## config.mk

```make
export PLATFORM = sky130hd
export DESIGN_NAME = mc_proc16
export DESIGN_NICKNAME = d
export VERILOG_FILES = /design/src/rtl/mc_proc16_pkg.sv /design/src/rtl/mc_proc16_alu.sv /design/src/rtl/mc_proc16.sv
export SDC_FILE = /design/constraint.sdc
export NUM_CORES = 1
export LEC_CHECK = 0
export CELL_PAD_IN_SITES_DETAIL_PLACEMENT = 2
export CELL_PAD_IN_SITES_GLOBAL_PLACEMENT = 2
export CORE_AREA = 2 2 181 183
export CTS_BUF_LIST = sky130_fd_sc_hd__clkbuf_16
export DETAILED_ROUTE_END_ITERATION = 10
export DIE_AREA = 0 0 183 185
export DONT_BUFFER_PORTS = 1
export GPL_TIMING_DRIVEN = 0
export PLACE_DENSITY = 0.68
export SYNTH_ARGS = -nofsm -noshare
export SYNTH_HDL_FRONTEND = slang
export SYNTH_SLANG_ARGS = --single-unit
```

## constraint.sdc

```tcl
create_clock -name Clock -period 8 [get_ports Clock]
set_clock_uncertainty 0.2 [all_clocks]
set_input_delay 1.6 -clock Clock [delete_from_list [all_inputs] [get_ports Clock]]
set_output_delay 1.6 -clock Clock [all_outputs]
set_load 0.1 [all_outputs]
```

## src/rtl/mc_proc16_pkg.sv

```systemverilog
// Shared constants, step enum and opcode helpers for the mc_proc16 processor.
// ALU_SHIFT_EN enables the sll/srl opcodes; without it they decode as no-ops.
package mc_proc16_pkg;

  localparam int N_DEF   = 16;
  localparam int PCW_DEF = 6;

  localparam logic [3:0] OP_MV   = 4'd0;
  localparam logic [3:0] OP_ST   = 4'd1;
  localparam logic [3:0] OP_MVNZ = 4'd2;
  localparam logic [3:0] OP_LD   = 4'd3;
  localparam logic [3:0] OP_MVI  = 4'd4;
  localparam logic [3:0] OP_ADD  = 4'd5;
  localparam logic [3:0] OP_SUB  = 4'd6;
  localparam logic [3:0] OP_OR   = 4'd7;
  localparam logic [3:0] OP_SLT  = 4'd8;
  localparam logic [3:0] OP_SLL  = 4'd9;
  localparam logic [3:0] OP_SRL  = 4'd10;

  localparam logic [2:0] ALU_ADD = 3'b000;
  localparam logic [2:0] ALU_SUB = 3'b001;
  localparam logic [2:0] ALU_OR  = 3'b010;
  localparam logic [2:0] ALU_SLT = 3'b011;
  localparam logic [2:0] ALU_SLL = 3'b100;
  localparam logic [2:0] ALU_SRL = 3'b101;

  typedef enum logic [1:0] {T0 = 2'd0, T1 = 2'd1, T2 = 2'd2, T3 = 2'd3} step_t;

  function automatic logic is_alu(input logic [3:0] op);
`ifdef ALU_SHIFT_EN
    return (op >= OP_ADD) && (op <= OP_SRL);
`else
    return (op >= OP_ADD) && (op <= OP_SLT);
`endif
  endfunction

  function automatic logic [2:0] alu_sel_of(input logic [3:0] op);
    case (op)
      OP_SUB:  return ALU_SUB;
      OP_OR:   return ALU_OR;
      OP_SLT:  return ALU_SLT;
      OP_SLL:  return ALU_SLL;
      OP_SRL:  return ALU_SRL;
      default: return ALU_ADD;
    endcase
  endfunction

endpackage

```

## src/rtl/mc_proc16_alu.sv

```systemverilog
// Combinational ALU for mc_proc16: add, sub, or, unsigned slt and shifts.
// Shift select codes return 0 unless ALU_SHIFT_EN is defined.
module mc_proc16_alu
  import mc_proc16_pkg::*;
#(
  parameter int N = N_DEF
) (
  input  logic [2:0]   sel,
  input  logic [N-1:0] a,
  input  logic [N-1:0] b,
  output logic [N-1:0] result
);

  always_comb begin
    result = '0;
    case (sel)
      ALU_ADD: result = a + b;
      ALU_SUB: result = a - b;
      ALU_OR:  result = a | b;
      ALU_SLT: result = (a < b) ? N'(1) : '0;
`ifdef ALU_SHIFT_EN
      ALU_SLL: result = a << b[3:0];
      ALU_SRL: result = a >> b[3:0];
`endif
      default: result = '0;
    endcase
  end

endmodule

```

## src/rtl/mc_proc16.sv

```systemverilog
// Multicycle 16-bit register-transfer processor: R0-R6 plus PC as R7 on one shared bus.
// Step T0 fetches; T1..T3 execute. Optional shift ops via ALU_SHIFT_EN.
module mc_proc16
  import mc_proc16_pkg::*;
#(
  parameter int N   = N_DEF,
  parameter int PCW = PCW_DEF
) (
  input  logic           Clock,
  input  logic           Resetn,
  input  logic           Run,
  input  logic [N-1:0]   DIN,
  input  logic [N-1:0]   MemoryIn,
  output logic           Done,
  output logic [N-1:0]   BusWires,
  output logic [PCW-1:0] PC,
  output logic [N-1:0]   addrM,
  output logic [N-1:0]   doutM,
  output logic           enableMemory,
  output logic [1:0]     step
);

  step_t          step_q, step_d;
  logic [9:0]     ir;
  logic [N-1:0]   r [0:6];
  logic [N-1:0]   a_q, g_q, alu_out, bus;
  logic [PCW-1:0] pc;
  logic [3:0]     opcode;
  logic [2:0]     x, y;
  logic [7:0]     x_dec, y_dec, rd_sel;
  logic           sel_din, sel_mem, sel_g;
  logic           ir_load, pc_inc, rx_write, a_load, g_load;
  logic           dout_load, addr_load, mem_wr, done;

  assign opcode = ir[9:6];
  assign x      = ir[5:3];
  assign y      = ir[2:0];
  assign x_dec  = 8'b1 << x;
  assign y_dec  = 8'b1 << y;

  // rd_sel is one-hot over R0..R6 with bit 7 standing for the PC.
  always_comb begin
    bus = '0;
    if (sel_din) bus = bus | DIN;
    if (sel_mem) bus = bus | MemoryIn;
    if (sel_g)   bus = bus | g_q;
    if (rd_sel[7]) bus = bus | {{(N-PCW){1'b0}}, pc};
    for (int i = 0; i < 7; i++)
      if (rd_sel[i]) bus = bus | r[i];
  end

  mc_proc16_alu #(.N(N)) u_alu (
    .sel    (alu_sel_of(opcode)),
    .a      (a_q),
    .b      (bus),
    .result (alu_out)
  );

  always_comb begin
    rd_sel    = 8'b0;
    sel_din   = 1'b0;
    sel_mem   = 1'b0;
    sel_g     = 1'b0;
    ir_load   = 1'b0;
    pc_inc    = 1'b0;
    rx_write  = 1'b0;
    a_load    = 1'b0;
    g_load    = 1'b0;
    dout_load = 1'b0;
    addr_load = 1'b0;
    mem_wr    = 1'b0;
    done      = 1'b0;
    step_d    = step_q;
    if (Run) begin
      case (step_q)
        T0: begin
          rd_sel[7] = 1'b1;
          ir_load   = 1'b1;
          pc_inc    = 1'b1;
        end
        T1: begin
          case (opcode)
            OP_MV:   begin rd_sel = y_dec; rx_write = 1'b1; done = 1'b1; end
            OP_ST:   begin rd_sel = x_dec; dout_load = 1'b1; end
            OP_MVNZ: begin rd_sel = y_dec; rx_write = (g_q != '0); done = 1'b1; end
            OP_LD:   begin rd_sel = y_dec; addr_load = 1'b1; end
            OP_MVI:  begin sel_din = 1'b1; rx_write = 1'b1; pc_inc = 1'b1; done = 1'b1; end
            default: begin
              if (is_alu(opcode)) begin
                rd_sel = x_dec;
                a_load = 1'b1;
              end else begin
                done = 1'b1;
              end
            end
          endcase
        end
        T2: begin
          if (opcode == OP_ST) begin
            rd_sel    = y_dec;
            addr_load = 1'b1;
            mem_wr    = 1'b1;
            done      = 1'b1;
          end else if (is_alu(opcode)) begin
            rd_sel = y_dec;
            g_load = 1'b1;
          end else if (opcode != OP_LD) begin
            done = 1'b1;
          end
        end
        default: begin
          done = 1'b1;
          if (opcode == OP_LD) begin
            sel_mem  = 1'b1;
            rx_write = 1'b1;
          end else if (is_alu(opcode)) begin
            sel_g    = 1'b1;
            rx_write = 1'b1;
          end
        end
      endcase
      step_d = done ? T0 : step_t'(step_q + 2'd1);
    end
  end

  always_ff @(posedge Clock) begin
    if (Resetn) begin
      step_q       <= T0;
      ir           <= '0;
      pc           <= '0;
      a_q          <= '0;
      g_q          <= '0;
      addrM        <= '0;
      doutM        <= '0;
      enableMemory <= 1'b0;
      for (int i = 0; i < 7; i++) r[i] <= '0;
    end else begin
      step_q       <= step_d;
      enableMemory <= mem_wr;
      if (ir_load)   ir    <= DIN[15:6];
      if (a_load)    a_q   <= bus;
      if (g_load)    g_q   <= alu_out;
      if (dout_load) doutM <= bus;
      if (addr_load) addrM <= bus;
      // A write targeting R7 replaces the pending PC increment.
      if (rx_write && (x == 3'd7)) pc <= bus[PCW-1:0];
      else if (pc_inc)             pc <= pc + PCW'(1);
      for (int i = 0; i < 7; i++)
        if (rx_write && (x == 3'(i))) r[i] <= bus;
    end
  end

  assign Done     = done;
  assign BusWires = bus;
  assign PC       = pc;
  assign step     = step_q;

endmodule

```

==> results of run 1 <==
-- final timing paths --
path | slack [ns] | startpoint | endpoint | depth (start not counted)
setup / recovery | 0.60 | step[0] | g_q[0] | 21
hold / removal | 0.33 | g_q[6] | g_q[6] | 2
setup reg to reg | 0.60 | step[0] | g_q[0] | 21
hold reg to reg | 0.33 | g_q[6] | g_q[6] | 2
-- cell type report --
type                       count  area [sq um]  share of cell area (%)
clock buffer                  17           425                    3.51
multi-input combinational    796          5290                    43.7
tap                          408           510                    4.22
buffer                        90           472                    3.90
inverter                      53           199                    1.64
clock inverter                15           185                    1.53
sequential                   195          5020                    41.5
-- Yosys cell counts (5+ instances only) --
cell type / n
ha_1: 52
a221o_1: 10
a22oi_1: 17
nor2b_1: 11
a21o_1: 21
buf_6: 13
a222oi_1: 18
or2_2: 7
nand3_1: 5
a211oi_1: 47
nor4b_1: 5
clkbuf_1: 53
inv_1: 53
and3_1: 14
a221oi_1: 12
mux2i_1: 5
a22o_1: 19
nand2b_1: 17
nand2_1: 51
a211oi_2: 12
xnor2_1: 6
nand3b_1: 6
o21a_1: 9
and3_4: 9
nor2_1: 208
o211ai_1: 7
a21oi_1: 44
o31a_1: 5
dfxtp_1: 83
nor3_1: 25
nor4_1: 13
mux2_2: 6
a2111oi_0: 9
edfxtp_1: 112
buf_2: 20
o22ai_1: 7
nand4_1: 6
o21ai_0: 37
-- layer usage --
| layer | part of all wire (%) | up-vias | global-route usage [%] | wire [um] |
|---|---|---|---|---|
| li1 | - | 4242 | - | - |
| met1 | 46 | 4790 | 34.3 | 19600 |
| met2 | 49 | 158 | 43.8 | 21000 |
| met3 | 3.4 | 33 | 3.26 | 1460 |
| met4 | 1.4 | 0 | 5.82 | 579 |
| met5 | 0 | - | 0 | 0 |
-- sequential cells by signal, indices dropped and copies added (netlist names) --
| register | flops |
|---|---|
| r | 112 |
| g_q | 16 |
| doutM | 16 |
| step | 2 |
| a_q | 16 |
| addrM | 16 |
| PC | 6 |
| enableMemory | 1 |
| ir | 10 |
-- power by group --
| part | switching (mW) | internal, mW | total [mW] | leakage (nW) |
|---|---|---|---|---|
| logic | 0.235 | 0.0888 | 0.324 | 2.14 |
| registers | 0.0546 | 1.09 | 1.15 | 1.83 |
| clock network | 0.457 | 0.451 | 0.908 | 0.291 |
-- kinds of logic after synthesis --
| kind of cell | count (synthesis) | synth area share [%] |
|---|---|---|
| XOR/XNOR | 9 | 0.718 |
| AO/OA/AOI/OAI | 316 | 21.9 |
| flip-flops | 195 | 45.8 |
| AND/OR/NAND/NOR | 406 | 18.2 |
| buffers and inverters | 143 | 6.11 |
| adder cells (fa/ha/maj) | 54 | 6.29 |
| multiplexers | 11 | 1.07 |
-- critical path, delay by kind of cell, from the launching register on --
kind                     cells  cell delay, ns
AND/OR/NAND/NOR              5            1.08
buffers and inverters        5            1.34
AO/OA/AOI/OAI                8            2.55
flip-flops                   1            1.05
adder cells (fa/ha/maj)      3            1.01
-- per-stage QoR --
step	hold slack, ns	cell area [sq um]
2_1_floorplan	0.280	11000
3_3_place_gp	0.307	11500
3_5_place_dp	0.320	11500
4_1_cts	0.331	12100
5_1_grt	0.358	12100
6_report	0.333	12100
==> impl_results.md, run 1 <==
* Asr flop ratio synth at 0%
* Critical path launch point type: register
* Initial antenna violation count at 0
* Layout cells sized above 1 at 9.95%
* GPL Wtd Cong at 0.834
* Avg WL per Cell at 27.1 um
* Area growth, synth to finish at 10.3%
* CTS tree: built
* Setup TNS Final at 0 ns
* Post-cts sizing count at 0
* Cts bufs inserted at 17
* Syn Inst Count at 1134
* First-pass GRT wire length at 63900 um
* Die Span Y at 185 um
* Die area at 33900 sq um
* Critical Path End Type: register
* Avg Cell Area, Syn at 9.69 sq um
* HPWL after DPL at 32100 um
* Final Cycle Share at 92.5%
* Status: complete, no violations
* Synth Register Bits at 195
* Max Clk Rate at 0.135 GHz
* Vias in the first global route at 9646
* Yosys top cell area share at 30.6%
* Post-synthesis sequential area ratio at 45.8%
* Largest buffer count on any clock path at 2
* Core Region at 32000 sq um
* Synth warnings at 0
* Primary FF master, synth: edfxtp_1
* Power Total at 2.38 mW
* Worst skew pair latency at 0.45 ns
* Chip width at 183 um
* Overall Global Routing Usage at 25.5%
* Placed cells at 1542
* Final Setup Violations at 0
* Setup WS pre-CTS at 0.733 ns
* Htree depth at 4
* Critical Path, Cell by Cell: inv_1 > ha_1 > nand2_1 > nor3_1 > and3_1 > a21o_1 > buf_2 > a2111oi_0 > and3_4 > buf_2 > inv_1 > ha_1 > inv_1 > fa_1 > nand2b_1 > a221o_1 > a211oi_1 > o41ai_1 > o21ba_2 > o21ai_0 > a311oi_1
* Setup ws final at 0.603 ns
* Via count at 9223
* Crit Path Max Fanout at 10
* Fillers at 3538
* Setup bufs post-CTS at 0
* Max-capacitance violation count at 0
* P per Cell Area at 196 nW/um^2
* Crit path time final at 7.40 ns
* # diodes at 0
* Syn Nets at 1223
* Crit path max-delay cell type: dfxtp_1
* Largest net degree at the start of global routing at 21
* DR iter-0 viols at 592
* Worst slew pin tran at 1.13 ns
* Post-synth EDFFs at 112
* Max-slew violations at 0
* Post-Syn Area at 11000 sq um
* # IOs at 93
* Most frequent cells in the layout: 208 x nor2_1, 112 x edfxtp_1, 83 x dfxtp_1
* Final Core Density at 37.8%
* Synth area leader: edfxtp_1
* Post-layout net count at 1242
* Drt drc at 0
* Vias/cell at 5.86
* Relative slew slack at 23.5%
* DRT antenna net count at 0
* RSZ-0062 raised after global routing: false
* CP arrival at 7.50 ns
* Final Hold Fails at 0
* CTS root buffer: clkbuf_16
* Worst vdd ir at 131 uV
* Detailed Route WL at 42600 um
* Initial core utilization at 34.3%
* Clk slew on worst S/H paths at 0.08 ns
* Port bufs at 0
* Worst Path Required at 8.11 ns
* CP max stage delay at 1.05 ns
* GRT overflow at 0
* First-pass detailed-route iteration total at 6
* Worst hold path class: register to register
* Number of distinct library cells after synthesis at 79
* Post-CTS Hold Buffers at 0
* Ranking of synthesized cells by area: edfxtp_1 31%, dfxtp_1 15%, nor2_1 7.1%, ha_1 5.9%, a211oi_1 3.2%
* Num rows at 66
* Most common cell after layout, fill and taps aside: nor2_1
* Fin cells at 1574
* Most common cell on crit path: inv_1
* Clock Sinks at 195
* Pleak at 4.26 nW
* Crit Path Category: register to register
(Power assumes the default switching activity.)
==> run 2, diff against run 1 <==
Settings changed: BUFFER_PORTS_ARGS from default to -buffer_cell sky130_fd_sc_hd__buf_4, DONT_BUFFER_PORTS 1 to default, PLACE_DENSITY 0.68 to 0.72.
==> impl_results.md, run 2 (synthesis results as in run 1) <==
* Worst vdd ir at 170 uV (was 131 uV)
* Pleak at 4.72 nW (was 4.26 nW)
* Drt drc at 0 (unchanged)
* Vias in the first global route at 10.1k (was 9646)
* Final Cycle Share at 83.8% (was 92.5%)
* Power Total at 2.37 mW (was 2.38 mW)
* Post-cts sizing count at 0 (unchanged)
* Clock power share at 36.8% (was 38.2%)
* Die area at 33900 sq um (unchanged)
* Top reg by flops: r (unchanged)
* Clock Sinks at 195 (unchanged)
* CP arrival at 6.87 ns (was 7.50 ns)
* Final Setup Violations at 0 (unchanged)
* Crit Path Max Fanout at 11 (was 10)
* Initial core utilization at 34.3% (unchanged)
* Switching power total at 0.756 mW (was 0.746 mW)
* GRT overflow at 0 (unchanged)
* Setup TNS Final at 0 ns (unchanged)
* Fin cells at 1665 (was 1574)
* Crit Path Category: input port to register (was register to register)
* Setup bufs post-CTS at 0 (unchanged)
* Status: complete, no violations (unchanged)
* Core Region at 32000 sq um (unchanged)
* DRT antenna net count at 0 (unchanged)
* Net Sw Frac at 31.9% (was 31.4%)
* Overall Global Routing Usage at 25.9% (was 25.5%)
* Max-capacitance violation count at 0 (unchanged)
* Via count at 9640 (was 9223)
* P per Cell Area at 186 nW/um^2 (was 196 nW/um^2)
* HPWL after DPL at 32300 um (was 32100 um)
* Worst hold path class: register to register (unchanged)
* Critical path launch point type: input port (was register)
* Chip width at 183 um (unchanged)
* Final Hold Fails at 0 (unchanged)
* Htree depth at 4 (unchanged)
* Most frequent cells in the layout: 208 x nor2_1, 112 x edfxtp_1, 94 x buf_4 (was 208 x nor2_1, 112 x edfxtp_1, 83 x dfxtp_1)
* Largest buffer count on any clock path at 2 (unchanged)
* Worst Path Required at 8.16 ns (was 8.11 ns)
* Relative slew slack at 17.5% (was 23.5%)
* Most common cell after layout, fill and taps aside: nor2_1 (unchanged)
* Max-slew violations at 0 (unchanged)
* Port bufs at 91 (was 0)
* Layout cells sized above 1 at 16.4% (was 9.95%)
* Area growth, synth to finish at 16.1% (was 10.3%)
* Combinational share of power at 16.2% (was 13.6%)
* Critical Path End Type: register (unchanged)
* Worst slew pin tran at 1.22 ns (was 1.13 ns)
* Max Clk Rate at 0.149 GHz (was 0.135 GHz)
* Largest net degree at the start of global routing at 20 (was 21)
* Vias/cell at 5.79 (was 5.86)
* # IOs at 93 (unchanged)
* CTS tree: built (unchanged)
* First-pass detailed-route iteration total at 5 (was 6)
* Worst skew pair latency at 0.47 ns (was 0.45 ns)
* CTS root buffer: clkbuf_16 (unchanged)
* Post-CTS Hold Buffers at 0 (unchanged)
* Largest register FFs at 112 (unchanged)
* Post-layout net count at 1333 (was 1242)
* Initial antenna violation count at 1 (was 0)
* # diodes at 0 (unchanged)
* First-pass GRT wire length at 65000 um (was 63900 um)
* Num rows at 66 (unchanged)
* Sequential Power Share at 47.0% (was 48.2%)
* Cts bufs inserted at 17 (unchanged)
* Detailed Route WL at 43000 um (was 42600 um)
* Placed cells at 1633 (was 1542)
* Die Span Y at 185 um (unchanged)
* Clk slew on worst S/H paths at 0.08 ns (about the same)
* GPL Wtd Cong at 0.861 (was 0.834)
* DR iter-0 viols at 667 (was 592)
* Crit path time final at 6.71 ns (was 7.40 ns)
* Internal at 1.61 mW (was 1.63 mW)
* RSZ-0062 raised after global routing: false (unchanged)
* Avg WL per Cell at 25.8 um (was 27.1 um)
[run 2: cell types whose count changed in the layout (fill, tap and decap cells not counted)]
| cell | delta |
|---|---|
| buf_4 | +91 |
| clkinv_4 | +5 |
| clkinv_8 | -3 |
| clkinvlp_4 | -2 |
| bufinv_16 | -1 |
| clkinv_1 | +1 |
| inv_6 | -1 |
| inv_8 | +1 |
[run 2: metrics by stage]
step	hold slack (ns)	cell area (sq um)	setup slack, ns	util [%]
2_1_floorplan	0.280	11000	1.99	-
3_3_place_gp	0.295	12200	1.11	38.0
3_5_place_dp	0.307	12200	0.984	38.0
4_1_cts	0.317	12700	1.45	39.8
5_1_grt	0.333	12700	0.977	39.8
6_report	0.310	12700	1.29	39.8
[run 2: layer usage]
metal  track usage (%)  vias up  part of all wire (%)
met5                 0        -                     0
met2              42.1      203                    46
met4              9.47        0                   3.3
li1                  -     4418                     -
met3              3.30       61                   2.9
met1              35.3     4958                    47
[run 2: final timing paths]
kind | from | depth (start not counted) | endpoint | slack (ns)
min | addrM[0] | 2 | addrM[0] | 0.31
min reg2reg | addrM[0] | 2 | addrM[0] | 0.31
max reg2reg | ir[8] | 18 | g_q[11] | 1.49
max | Run | 18 | g_q[11] | 1.29
[run 2: layout make-up]
type	count	area, sq um
clock buffers	17	425
repair buffers	91	683
multi-input cells	796	5290
inverters	53	199
fillers	3490	19300
well taps	408	510
plain buffers	90	472
flip-flops and latches	195	5020
clock inverters	15	141
[run 2: power groups by stage]
stage / sequential (mW) / combinational [mW] / clock, mW
2_1_floorplan: 1.16 / 0.223 / 0
3_3_place_gp: 1.13 / 0.372 / 0
3_5_place_dp: 1.14 / 0.380 / 0
4_1_cts: 1.11 / 0.384 / 0.882
5_1_grt: 1.12 / 0.414 / 0.920
6_report: 1.11 / 0.385 / 0.872
[run 2: critical path, stage by stage]
cell and delay [ns]:
buf_4 0.10, nand2_1 0.22, or2_2 0.38, or4_1 0.49
nand3_2 0.24, buf_4 0.26, a222oi_1 0.10, and3_1 0.25
buf_2 0.29, ha_1 0.34, clkbuf_1 0.32, nor3_1 0.13
a2111oi_0 0.91, nor2_1 0.31, a221oi_1 0.48, a21oi_1 0.13
o31a_1 0.14, nor4_1 0.16
